### config.mk
export PLATFORM = sky130hd
export DESIGN_NAME = ifetch_queue
export DESIGN_NICKNAME = d
export VERILOG_FILES = /design/src/rtl/ifetch_queue.sv
export SDC_FILE = /design/constraint.sdc
export NUM_CORES = 1
export LEC_CHECK = 0
export BUFFER_PORTS_ARGS = -buffer_cell sky130_fd_sc_hd__buf_2
export CELL_PAD_IN_SITES_DETAIL_PLACEMENT = 0
export CELL_PAD_IN_SITES_GLOBAL_PLACEMENT = 2
export CORE_UTILIZATION = 37
export DETAILED_ROUTE_END_ITERATION = 8
export PLACE_DENSITY_LB_ADDON = 0.1
export SYNTH_ARGS = -nofsm -noshare
export SYNTH_HDL_FRONTEND = slang
export SYNTH_SLANG_ARGS = --single-unit
### constraint.sdc
create_clock -name clk -period 3.58 [get_ports clk]
set_input_delay 0.537 -clock clk [delete_from_list [all_inputs] [get_ports clk]]
set_output_delay 0.537 -clock clk [all_outputs]
set_load 0.01 [all_outputs]
### src/rtl/ifetch_queue.sv
// ifetch_queue: instruction fetch front end feeding iDecode.
//   Holds the PC, issues reads to a 1-cycle-latency instruction memory, buffers the
//   returned words with their PCs in a QDEPTH-entry FIFO and presents the head to decode
//   with a valid/ready handshake. A redirect restarts fetch at redirect_pc and flushes
//   every buffered and in-flight word.
// Ports:
//   clk, rst_n           clock, synchronous active-low reset
//   imem_req/imem_addr   fetch request and byte address (word aligned)
//   imem_rdata           instruction word returned the cycle after imem_req
//   redirect/redirect_pc branch redirect and its target (bits [1:0] ignored)
//   instr_valid/ready    decode handshake on the FIFO head
//   instr/instr_pc       FIFO head word and its PC
// Optional feature: define IFETCH_PERF_EN to add perf_fetched / perf_flushed counters.
module ifetch_queue #(
    parameter int unsigned QDEPTH   = 4,
    parameter logic [63:0] PC_RESET = 64'h0
) (
    input  logic        clk,
    input  logic        rst_n,
    output logic        imem_req,
    output logic [63:0] imem_addr,
    input  logic [31:0] imem_rdata,
    input  logic        redirect,
    input  logic [63:0] redirect_pc,
    output logic        instr_valid,
    input  logic        instr_ready,
    output logic [31:0] instr,
`ifdef IFETCH_PERF_EN
    output logic [31:0] perf_fetched,
    output logic [31:0] perf_flushed,
`endif
    output logic [63:0] instr_pc
);

    localparam int unsigned WORD_W  = 64;
    localparam int unsigned INSTR_W = 32;
    localparam int unsigned PTR_W   = (QDEPTH > 1) ? $clog2(QDEPTH) : 1;
    localparam int unsigned CNT_W   = PTR_W + 1;
    localparam int unsigned SUM_W   = CNT_W + 1;

    typedef struct packed {
        logic [INSTR_W-1:0] instr;
        logic [WORD_W-1:0]  pc;
    } entry_t;

    entry_t             fifo_q [QDEPTH];
    logic [WORD_W-1:0]  pc_q, pc_d;
    logic [WORD_W-1:0]  tag_pc_q, tag_pc_d;
    logic [CNT_W-1:0]   cnt_q, cnt_d;
    logic [PTR_W-1:0]   rd_ptr_q, rd_ptr_d;
    logic [PTR_W-1:0]   wr_ptr_q, wr_ptr_d;
    logic               inflight_q, inflight_d;

    logic [SUM_W-1:0]   credit_c;
    logic               push_c;
    logic               pop_c;
    logic               unused_lsb_c;

    // Target low bits are dropped; the PC is always word aligned.
    assign unused_lsb_c = ^redirect_pc[1:0];

    // Credits cover buffered entries plus the one word that may still be returning.
    assign credit_c    = SUM_W'(cnt_q) + SUM_W'(inflight_q);
    assign imem_req    = rst_n & ~redirect & (credit_c < SUM_W'(QDEPTH));
    assign imem_addr   = pc_q;
    assign instr_valid = rst_n & (cnt_q != '0);
    assign instr       = fifo_q[rd_ptr_q].instr;
    assign instr_pc    = fifo_q[rd_ptr_q].pc;
    assign push_c      = inflight_q & ~redirect;
    assign pop_c       = instr_valid & instr_ready & ~redirect;

    // Next-state for PC, pointers, occupancy and in-flight tracking.
    always_comb begin
        pc_d       = pc_q;
        tag_pc_d   = tag_pc_q;
        cnt_d      = cnt_q;
        rd_ptr_d   = rd_ptr_q;
        wr_ptr_d   = wr_ptr_q;
        inflight_d = 1'b0;

        if (redirect) begin
            pc_d     = {redirect_pc[WORD_W-1:2], 2'b00};
            cnt_d    = '0;
            rd_ptr_d = '0;
            wr_ptr_d = '0;
        end else begin
            if (imem_req) begin
                pc_d       = pc_q + WORD_W'(4);
                tag_pc_d   = pc_q;
                inflight_d = 1'b1;
            end
            if (push_c) begin
                wr_ptr_d = PTR_W'(wr_ptr_q + PTR_W'(1));
            end
            if (pop_c) begin
                rd_ptr_d = PTR_W'(rd_ptr_q + PTR_W'(1));
            end
            case ({push_c, pop_c})
                2'b10:   cnt_d = cnt_q + CNT_W'(1);
                2'b01:   cnt_d = cnt_q - CNT_W'(1);
                default: cnt_d = cnt_q;
            endcase
        end
    end

    // Control state register.
    always_ff @(posedge clk) begin
        if (!rst_n) begin
            pc_q       <= {PC_RESET[WORD_W-1:2], 2'b00};
            tag_pc_q   <= '0;
            cnt_q      <= '0;
            rd_ptr_q   <= '0;
            wr_ptr_q   <= '0;
            inflight_q <= 1'b0;
        end else begin
            pc_q       <= pc_d;
            tag_pc_q   <= tag_pc_d;
            cnt_q      <= cnt_d;
            rd_ptr_q   <= rd_ptr_d;
            wr_ptr_q   <= wr_ptr_d;
            inflight_q <= inflight_d;
        end
    end

    // FIFO storage; contents are qualified by cnt_q so no reset is needed.
    always_ff @(posedge clk) begin
        if (push_c) begin
            fifo_q[wr_ptr_q] <= '{instr: imem_rdata, pc: tag_pc_q};
        end
    end

`ifdef IFETCH_PERF_EN
    logic [31:0] perf_fetched_q, perf_fetched_d;
    logic [31:0] perf_flushed_q, perf_flushed_d;

    // Flushed count includes a return discarded by the same redirect.
    always_comb begin
        perf_fetched_d = perf_fetched_q + 32'(push_c);
        perf_flushed_d = perf_flushed_q;
        if (redirect) begin
            perf_flushed_d = perf_flushed_q + 32'(cnt_q) + 32'(inflight_q);
        end
    end

    always_ff @(posedge clk) begin
        if (!rst_n) begin
            perf_fetched_q <= '0;
            perf_flushed_q <= '0;
        end else begin
            perf_fetched_q <= perf_fetched_d;
            perf_flushed_q <= perf_flushed_d;
        end
    end

    assign perf_fetched = perf_fetched_q;
    assign perf_flushed = perf_flushed_q;
`endif

endmodule

==> metrics list <==
* Cells traversed along the worst timing path: buf_12 > mux4_2 > buf_2
- Layout area overhead: 20.37%
- Die footprint: roughly 55000 µm²
- Relative max-transition margin: 0.4639
- The largest total area in the synthesized netlist belongs to sky130_fd_sc_hd__edfxtp_1.
* Clk_skew: 0.01397 ns
- Ys async rst share: 0
- The tree is rooted in a sky130_fd_sc_hd__clkbuf_16.
- Global-route total usage across every layer: 0.1991
- For the pin with the worst max-slew slack, the measured transition is between 0.7 and 0.8 ns.
- Number of ports placed on the die boundary: approximately 260
* Gate count of the mapped netlist: about 1400
* Category of the critical setup timing path: flop to primary output
* Clock latency at the later pin of the worst-skew pair: 0.60 ns
- Setup violations remaining at the end of the flow were counted as 0.
- Fraction of final layout cells sized beyond drive strength 1: 0.2989
- At the end of the flow the core is filled with cells to 0.4500.
- The worst path needs roughly 3 ns of the cycle, external delays included.
- The tree built by TritonCTS fans out to 510 sinks.
* Critical path data required time: slightly above 3 ns
- Setup repair after global routing left no endpoint under its margin.
- Final hold analysis gives a worst-case slack of ~0.15 ns.
- Core region area: about 54000 µm²
* Non-Filler Instances: roughly 2400
* Die width: roughly 230 µm
* Post-CTS clock slew at the launch and capture registers of the worst setup and hold paths: about 0.060 ns
- CTS tree: built
* Routed wire length: 54520 µm
* Count of flip-flops with a built-in enable after synthesis: 376
* Combined flip-flop and latch cell area: about 14000 µm²
- In the final design database the tool counted 1717 nets.
- The H-tree was split into 2 levels.
- Final count of hold timing violations: 0
* Final-layout setup total negative slack: 0 ns
- Dividing the final minimum period by the clock period gives 0.8311.
- Netlist area before placement: 20080 µm²
* Antenna-violating nets left: 0
- In the final routed layout, each cell accounts on average for 23.15 µm.
- Cts bufs inserted: 54
* Via count of the first global-routing pass: approximately 13000
- For this design the ratio of total power to cell area is 528.8 nW/µm².
- The number of different library cells used by synthesis comes to ~50.
- Using the TritonRoute via totals, the vias-per-cell ratio works out to around 5.2.
- Height of the die: roughly 230 µm
- The largest single stage delay on the critical path is ~0.80 ns.
* Max-Cap Viols: 0
- Main synth FF type: sky130_fd_sc_hd__edfxtp_1
- Static timing analysis puts the maximum clock frequency at between 300 and 400 MHz.
- For this run the aggregate overflow at the end of global routing stands at 0.
- Entering global routing, the biggest net connects just under 90 pins.
- Sorting the synthesized cells by area gives the leading types as sky130_fd_sc_hd__edfxtp_1 (56%), sky130_fd_sc_hd__dfxtp_1 (13%), sky130_fd_sc_hd__mux4_2 (11%).
* DRC errors left: 0
- Hold Crit Class: input pin to flop
- First-pass GRT wire length: 82300 µm
- Number of antenna violations at the first check in global routing: 4
* Result of the run: complete, no violations
- Buffers placed on the I/O ports in this run total ~260.
- Placed insts: 2250
* Maximum fanout along the worst path: 25
- Arrival time worst endpoint: 2.44 ns
* Leakage power: roughly 8.4 nW
- Number of search-and-repair iterations in the first detailed-routing pass: 4
* Drt first-iter violations: between 600 and 700
- The final number of max-transition violations was 0.
- Row count: 85
* Count of fill cells added during filler insertion: a little under 5000
- Once detailed placement completed, the half-perimeter wirelength came to ~34000 µm.
- For this configuration, the core starts out at a cell density of 0.3738.
- STA classifies the critical path startpoint as a flop.
* Total of warnings raised by yosys: 0
* Vias post-DR: about 12000
* Top cell type's share of synthesized area: 0.5623
* Post-CTS resize count: 0
- Post-CTS Setup Inserts: 0
- Kind of capture point of the worst setup path: primary output
- Post-synthesis sequential element count: between 500 and 600
- Average cell area after synthesis: approximately 15 µm²
- Cell type of the slowest stage on the worst timing path: sky130_fd_sc_hd__dfxtp_4
* Peak VDD IR: approximately 350 µV
- Portion of the post-synthesis area used by sequential elements: 0.6960
* Hold Buf Count CTS: 0
* Placer's final routability congestion estimate: ~0.74
* Max Buffers Root-to-Sink: 3
* Footprint of the multi-input gates: around 5700 µm²
## cell usage after synthesis (all sizes together), types with 20 or more instances
cell type and count:
edfxtp 376, nand2 183, dfxtp 134, a21oi 94, mux4 94, clkbuf 65
o21ai 39, nand3 37, nand4 37, nor2 31, buf 27, nor4 27
or4 20
## power by group
group / internal [mW] / switching, mW
logic: 0.201 / 0.323
clock network: 3.39 / 2.31
registers: 6.42 / 0.135
total: 10.0 / 2.77
## registers in the layout, summed over array words and instances (netlist names), named ones only
| signal | cells |
|---|---|
| rd_ptr_q | 2 |
| tag_pc_q | 62 |
| cnt_q | 3 |
| wr_ptr_q | 2 |
| imem_addr | 62 |
| fifo_q | 376 |
| inflight_q | 1 |
## layout make-up
class | count | share of cell area
clock inverters | 25 | 0.01232
repair buffers | 293 | 0.07031
multi-input cells | 732 | 0.2366
clock buffers | 77 | 0.06285
inverters | 19 | 0.003106
flip-flops and latches | 510 | 0.5785
well taps | 696 | 0.03603
diodes | 3 | 0.0003106
## path summary, 6_finish.rpt
path / slack (ns) / to / startpoint / depth (start not counted)
worst max-delay path: 0.60 / instr[15] / flop / 3
worst min register to register: 0.50 / tag_pc_q[5] / tag_pc_q[5] / 2
worst min-delay path: 0.15 / fifo_q[2][65] / imem_rdata[1] / 1
worst max register to register: 0.75 / imem_addr[33] / imem_addr[7] / 5
## cells by family (layout without fill, tap and decap cells)
| kind of cell | after synthesis | count (layout) | share of synthesized area |
|---|---|---|---|
| xor+xnor | 32 | 32 | 0.01396 |
| compound gates | 189 | 189 | 0.05503 |
| simple gates | 394 | 394 | 0.09647 |
| fa+ha+maj | 7 | 7 | 0.004736 |
| flops | 510 | 510 | 0.6960 |
| other cells | 1 | 7 | 0.0001868 |
| mux | 106 | 106 | 0.1119 |
| buf+inv | 111 | 414 | 0.02175 |
## cells in the final DEF, fill, tap and decap left out, drive strengths merged, types with 4 or more instances in the layout
cell type    n
mux2i        4
nor4        27
or3          8
nor2        31
clkbuf      77
or4         20
buf        293
xor2        15
a311o        4
a21oi       94
clkinv      16
inv         20
bufinv       6
and3        12
edfxtp     376
o311ai       5
mux4        94
ha           6
mux2         8
dfxtp      134
nand3       37
nor3        17
and2         5
conb         4
nand4       37
a211oi       8
nand2      183
o22ai        4
a31oi       13
nand2b       4
o21ai       39
xnor2       17
and4         7
## worst max-delay path: cells and delay by family, from the launching register on
family	cells	cell delay (ns)
multiplexers	1	0.54
flip-flops	1	0.80
buffers and inverters	2	0.46
## per-stage QoR
step                power, mW  instance area (µm²)  setup slack (ns)
floorplan               6.908                20090             1.015
global placement        7.206                22340            0.7606
detailed placement      7.218                22340            0.7266
CTS                     12.94                24160            0.5079
global route            13.23                24160            0.4573
finish                  12.78                24170            0.6048
## metal layers
metal	GRT usage	wire length, µm
met1	0.2687	24210
met2	0.3316	26510
met3	0.04077	2807
met4	0.04306	981
met5	0	11
Power figures use the tool's default switching activity.
